`config.mk`:
```
export PLATFORM = sky130hd
export DESIGN_NAME = genius_seq_player
export DESIGN_NICKNAME = d
export VERILOG_FILES = /design/src/rtl/genius_pkg.sv /design/src/rtl/genius_timer.sv /design/src/rtl/genius_seq_player.sv
export SDC_FILE = /design/constraint.sdc
export NUM_CORES = 1
export LEC_CHECK = 0
export CORE_ASPECT_RATIO = 1.2
export CORE_MARGIN = 2
export CORE_UTILIZATION = 54
export CTS_CLUSTER_SIZE = 8
export DETAILED_ROUTE_END_ITERATION = 8
export GPL_TIMING_DRIVEN = 0
export PLACE_DENSITY = 0.76
export SKIP_CTS_REPAIR_TIMING = 1
export SLEW_MARGIN = 20
export SYNTH_ARGS = -nofsm -noshare
export SYNTH_HDL_FRONTEND = slang
export SYNTH_HIERARCHICAL = 1
export SYNTH_SLANG_ARGS = --single-unit
export TNS_END_PERCENT = 100
```
`constraint.sdc`:
```
create_clock -name clk -period 7.4 [get_ports clk]
set_input_delay 2.22 -clock clk [delete_from_list [all_inputs] [get_ports clk]]
set_output_delay 2.22 -clock clk [all_outputs]
set_load 0.01 [all_outputs]
```
`src/rtl/genius_pkg.sv`:
```
// Shared types and constants for the Genius game-control slice.
package genius_pkg;

  typedef enum logic [2:0] {
    IDLE,
    SHOW_ON,
    SHOW_OFF,
    WAIT_PRESS,
    WAIT_RELEASE,
    ROUND_OK,
    WIN,
    LOSE
  } state_t;

  localparam int SEQ_LEN = 16;

  localparam logic [3:0] C_G      = 4'b0001;
  localparam logic [3:0] C_R      = 4'b0010;
  localparam logic [3:0] C_Y      = 4'b0100;
  localparam logic [3:0] C_B      = 4'b1000;
  localparam logic [3:0] LEDS_OFF = 4'b0000;
  localparam logic [3:0] LEDS_ALL = 4'b1111;

  // True when more than one bit of v is set (clearing the lowest set bit leaves something).
  function automatic logic multi_hot(input logic [3:0] v);
    return (v & (v - 4'd1)) != 4'd0;
  endfunction

endpackage

```
`src/rtl/genius_timer.sv`:
```
// Dwell timer: loaded with a cycle count on every state change, done on the last cycle.
module genius_timer #(
  parameter int W = 8
) (
  input  logic         clk,
  input  logic         rst_n,
  input  logic         load,
  input  logic         en,
  input  logic [W-1:0] load_val,
  output logic         done
);

  logic [W-1:0] cnt;

  // Loading value-1 makes done fire in exactly the load_val-th cycle of the dwell.
  always_ff @(posedge clk) begin
    if (!rst_n) begin
      cnt <= '0;
    end else if (load) begin
      cnt <= load_val - W'(1);
    end else if (en && (cnt != '0)) begin
      cnt <= cnt - W'(1);
    end
  end

  assign done = en && (cnt == '0);

endmodule

```
`src/rtl/genius_seq_player.sv`:
```
// Genius game controller: shows the ROM sequence round by round and checks the player's presses.
module genius_seq_player
  import genius_pkg::*;
#(
  parameter int ON_CYCLES      = 50_000_000,
  parameter int OFF_CYCLES     = 25_000_000,
  parameter int GAP_CYCLES     = 50_000_000,
  parameter int TIMEOUT_CYCLES = 250_000_000
) (
  input  logic       clk,
  input  logic       rst_n,
  input  logic       start,
  output logic [3:0] seq_addr,
  input  logic [3:0] seq_data,
  input  logic [3:0] botoes,
  output logic [3:0] leds,
  output logic [4:0] round,
  output logic       busy,
  output logic       win,
  output logic       lose
);

  localparam int MAX_AB  = (ON_CYCLES > OFF_CYCLES) ? ON_CYCLES : OFF_CYCLES;
  localparam int MAX_CD  = (GAP_CYCLES > TIMEOUT_CYCLES) ? GAP_CYCLES : TIMEOUT_CYCLES;
  localparam int MAX_ALL = (MAX_AB > MAX_CD) ? MAX_AB : MAX_CD;
  localparam int TW      = $clog2(MAX_ALL) + 1;

  state_t        state;
  state_t        state_nxt;
  logic [3:0]    idx;
  logic [3:0]    btn_latch;
  logic [TW-1:0] tload_val;
  logic          tload;
  logic          ten;
  logic          tdone;
  logic          last;
  logic          press;
  logic          bad_press;

  assign seq_addr  = idx;
  assign last      = ({1'b0, idx} == (round - 5'd1));
  assign press     = (botoes != 4'd0);
  assign bad_press = multi_hot(botoes) || (botoes != seq_data);
  assign tload     = (state_nxt != state);

  genius_timer #(.W(TW)) u_timer (
    .clk      (clk),
    .rst_n    (rst_n),
    .load     (tload),
    .en       (ten),
    .load_val (tload_val),
    .done     (tdone)
  );

  // Next-state decision for the game FSM.
  always_comb begin
    state_nxt = state;
    case (state)
      IDLE, WIN, LOSE: if (start) state_nxt = SHOW_ON;
      SHOW_ON:         if (tdone) state_nxt = SHOW_OFF;
      SHOW_OFF:        if (tdone) state_nxt = last ? WAIT_PRESS : SHOW_ON;
      WAIT_PRESS: begin
        if (press)      state_nxt = bad_press ? LOSE : WAIT_RELEASE;
        else if (tdone) state_nxt = LOSE;
      end
      WAIT_RELEASE:    if (!press) state_nxt = last ? ROUND_OK : WAIT_PRESS;
      ROUND_OK:        if (tdone) state_nxt = (round == 5'(SEQ_LEN)) ? WIN : SHOW_ON;
      default:         state_nxt = IDLE;
    endcase
  end

  // Dwell length and timer enable chosen for the state being entered / currently held.
  always_comb begin
    tload_val = TW'(1);
    ten       = 1'b0;
    case (state_nxt)
      SHOW_ON:    tload_val = TW'(ON_CYCLES);
      SHOW_OFF:   tload_val = TW'(OFF_CYCLES);
      WAIT_PRESS: tload_val = TW'(TIMEOUT_CYCLES);
      ROUND_OK:   tload_val = TW'(GAP_CYCLES);
      default:    tload_val = TW'(1);
    endcase
    case (state)
      SHOW_ON, SHOW_OFF, WAIT_PRESS, ROUND_OK: ten = 1'b1;
      default:                                 ten = 1'b0;
    endcase
  end

  // State register plus step index, round counter and the echoed button.
  always_ff @(posedge clk) begin
    if (!rst_n) begin
      state     <= IDLE;
      idx       <= 4'd0;
      round     <= 5'd0;
      btn_latch <= 4'd0;
    end else begin
      state <= state_nxt;
      case (state)
        IDLE, WIN, LOSE: begin
          if (start) begin
            round <= 5'd1;
            idx   <= 4'd0;
          end
        end
        SHOW_OFF:     if (tdone) idx <= last ? 4'd0 : idx + 4'd1;
        WAIT_PRESS:   if (press) btn_latch <= botoes;
        WAIT_RELEASE: if (!press && !last) idx <= idx + 4'd1;
        ROUND_OK: begin
          if (tdone && (round != 5'(SEQ_LEN))) begin
            round <= round + 5'd1;
            idx   <= 4'd0;
          end
        end
        default: ;
      endcase
    end
  end

  // Output decode from the registered state; in SHOW_ON the colour comes straight from the ROM
  // at the registered address so it lights in the same cycle the address is presented.
  always_comb begin
    leds = LEDS_OFF;
    busy = 1'b1;
    win  = 1'b0;
    lose = 1'b0;
    case (state)
      IDLE:         busy = 1'b0;
      SHOW_ON:      leds = seq_data;
      WAIT_RELEASE: leds = btn_latch;
      WIN: begin
        leds = LEDS_ALL;
        busy = 1'b0;
        win  = 1'b1;
      end
      LOSE: begin
        busy = 1'b0;
        lose = 1'b1;
      end
      default: leds = LEDS_OFF;
    endcase
  end

endmodule

```
==> flow_metrics.py <==
metrics = {
    "outcome": {
        "status": "complete, no violations",
    },
    "global_routing": {
        "grt_max_degree": 14,
        "grt_first_pass_wirelength_mm": 17.4,
        "overflow": 0,
        "grt_pass1_vias": 3610,
        "grt_usage": 0.292,
        "antenna_found_initial": 0,
    },
    "sta": {
        "setup_viol": 0,
        "skew_ps": 11.8,
        "final_hold_viol_count": 0,
        "final_max_slew_viol_count": 0,
        "worstMarginPinSlew_ps": 1210,
        "fin_ws_ps": 138,
        "fin_crit_ps": 7260,
        "tns_ps": 0,
        "fin_crit_sh": 0.981,
        "fmax_mhz": 138,
        "worst_slew_margin_rel": 0.194,
    },
    "final_layout": {
        "drive_gt1_frac": 0.0822,
        "fin_nets": 549,
        "antenna_cells": 0,
        "syn_to_final_growth_pct": 17.6,
    },
    "cts": {
        "clock_latency_ps": 300,
        "htreeDepth": 2,
        "clk_pin_slew_worst_paths_ps": 90,
        "clockBufferDepth": 2,
        "numCtsBuffers": 5,
        "cts_root_buf": "clkbuf_8",
        "cts_tree": "yes",
        "cts_sinks": 45,
    },
    "logic_synthesis": {
        "async_flop_share": 0,
        "netlist_instances": 476,
        "synth_edf_count": 0,
        "synth.distinct_cells": 75,
        "synth.avg_cell_area_um2": 7.73,
        "ys_warn_count": 6,
        "ys.flop_type": "dfxtp_1",
        "synth_top_area_frac": 0.245,
        "synth_most_common_cell": "nor2_1",
        "yosys_register_bits": 45,
        "syn_area_um2": 3680,
        "synthTopCellsByCount": "nor2_1 (49), nand2_1 (48), dfxtp_1 (45)",
        "synth_top_area_cell": "dfxtp_1",
        "synthTopCellsByArea": "dfxtp_1 (24%), xnor2_1 (6.0%), nor2_1 (5.0%)",
        "ys_seq_area_frac": 0.245,
    },
    "setup_path": {
        "reg2reg_depth": 22,
        "reg2reg_slack_ps": 830,
        "path_class": "in -> reg",
        "arrival_ps": 7430,
        "cp-end-kind": "register",
        "cp-start-kind": "primary input",
        "cp_max_fo": 19,
        "reg2reg_to": "u_timer/cnt[18]",
        "critPathRequiredTime_ps": 7570,
        "crit_path_end": "u_timer/cnt[18]",
        "timing.rr.start": "u_timer/cnt[3]",
        "setup.worst_path.start": "seq_data[1]",
    },
    "floorplan": {
        "core-area_um2": 6530,
        "start_util": 0.563,
        "fp-row-count": 32,
        "die_area_um2": 7490,
        "io-pin-count": 27,
        "dieWidth_um": 79.3,
        "fp.dieH_um": 94.4,
    },
    "flow_run": {
        "cap_violations": 0,
    },
    "place": {
        "gp_congestion": 0.924,
        "pre_cts_ws_ps": -1440,
        "numPortBuffers": 25,
        "dp_hpwl_mm": 7.58,
    },
    "pwr": {
        "p_int_mw": 0.430,
        "p_seq_frac": 0.418,
        "power_switching_mw": 0.258,
        "vdd_drop_max_uv": 103,
        "p_comb_frac": 0.362,
        "leakagePower_nw": 1.60,
        "p_sw_frac": 0.375,
        "power.share.clock": 0.220,
        "p_per_area_nw_per_um2": 159,
    },
    "routing": {
        "drt_iter0_drc": 217,
        "wl_per_cell_um": 16.8,
        "antenna_left": 0,
        "vias": 3845,
        "remaining_drc_errors": 0,
        "firstDrtPassIters": 5,
        "drt-total-wl_mm": 10.4,
        "via_per_inst": 6.20,
    },
    "hold_path": {
        "hp-class": "reg -> reg",
    },
}
==> routing by layer <==
metal  vias up  global-route usage  part of all wire
li1       1850                   -                 -
met1      1789               0.370              0.40
met2       177               0.502              0.50
met3        29              0.0296             0.075
met4         0               0.129             0.025
met5         -                   0                 0
==> registers in the layout (all words and copies together) (netlist names) <==
signal	flops
round	5
seq_addr	4
u_timer/cnt	29
state	3
btn_latch	4
==> placed cells by master, fill, tap and decap left out, types with 4 or more instances in the layout <==
master           netlist  routed
clkbuf_8               0       5
a211oi_1               7       7
nor4_1                12      11
nor2b_1                6       6
nand2_1               48      48
o211a_1                9       9
nor3_1                21      18
o21ai_1                9       8
dlymetal6s2s_1         0       4
inv_1                  9       9
nand3_1               11      11
a21oi_1               21      20
nand2b_1              10      10
xor2_1                20      20
clkbuf_1              19      19
dfxtp_1               45      45
nand4_1                6       6
buf_6                  2       4
buf_4                  1       4
or4b_1                 4       4
mux2i_1               13      13
clkdlybuf4s50_1        0      21
o22ai_1                5       5
xnor2_1               25      25
conb_1                 1      25
a22oi_1                5       5
nor3_2                 2       5
o31ai_1                5       5
nor3b_1                4       4
nor2_1                49      49
or3_1                  7       7
o21ai_0               14      14
nor4b_1                5       5
==> per-stage QoR <==
step	instances	total power, mW	hold slack [ps]	instance area, µm²	utilization
after floorplan	500	0.462	435	3770	-
final	620	0.688	461	4320	0.663
after global routing	620	0.726	487	4320	0.663
after CTS	618	0.680	468	4210	0.646
after detailed placement	610	0.529	456	4130	0.633
after global placement	610	0.523	449	4130	0.633
==> worst min-delay path by stage <==
| stage | from | endpoint | slack (ps) | cells after the start |
|---|---|---|---|---|
| after detailed placement | btn_latch[2] | btn_latch[2] | 460 | 2 |
| after global placement | btn_latch[2] | btn_latch[2] | 450 | 2 |
| after CTS | btn_latch[2] | btn_latch[2] | 470 | 2 |
| after global routing | btn_latch[2] | btn_latch[2] | 490 | 2 |
| after floorplan | btn_latch[0] | btn_latch[0] | 440 | 2 |
| final | btn_latch[0] | btn_latch[0] | 460 | 2 |
==> logic make-up after synthesis <==
family                   count (synthesis)  share of synthesized area
XOR/XNOR                                45                      0.107
AO/OA/AOI/OAI                          121                      0.246
AND/OR/NAND/NOR                        209                      0.305
multiplexers                            14                     0.0384
adder cells (fa/ha/maj)                  4                     0.0136
buffers and inverters                   37                     0.0436
flip-flops                              45                      0.245
other                                    1                    0.00102
==> critical path, stage by stage <==
cell	delay (ps)
clkdlybuf4s50_1	500
or4b_1	470
o211ai_2	100
o211ai_2	160
a2111o_1	380
o221ai_1	200
a211o_1	180
buf_8	180
buf_6	180
buf_8	200
buf_6	170
mux2i_1	210
ha_2	270
or4b_1	450
or3_1	330
buf_6	150
a2111o_1	430
buf_6	160
nor3_4	170
xnor2_1	180
a211oi_2	100
==> cell type report <==
| class | instances | area (µm²) |
|---|---|---|
| tap | 85 | 106 |
| multi-input combinational | 418 | 2760 |
| clock buffer | 8 | 80.1 |
| fill | 588 | 2200 |
| sequential | 45 | 901 |
| buffer | 24 | 144 |
| timing repair buffer | 29 | 290 |
| inverter | 11 | 41.3 |
==> power by group through the flow <==
stage | logic, mW | clock network, mW | registers [mW]
after global placement | 0.232 | 0 | 0.291
after floorplan | 0.176 | 0 | 0.286
final | 0.249 | 0.151 | 0.288
after detailed placement | 0.236 | 0 | 0.292
after CTS | 0.238 | 0.156 | 0.287
after global routing | 0.271 | 0.164 | 0.291
Note: power is estimated with default switching activity, not from simulation.
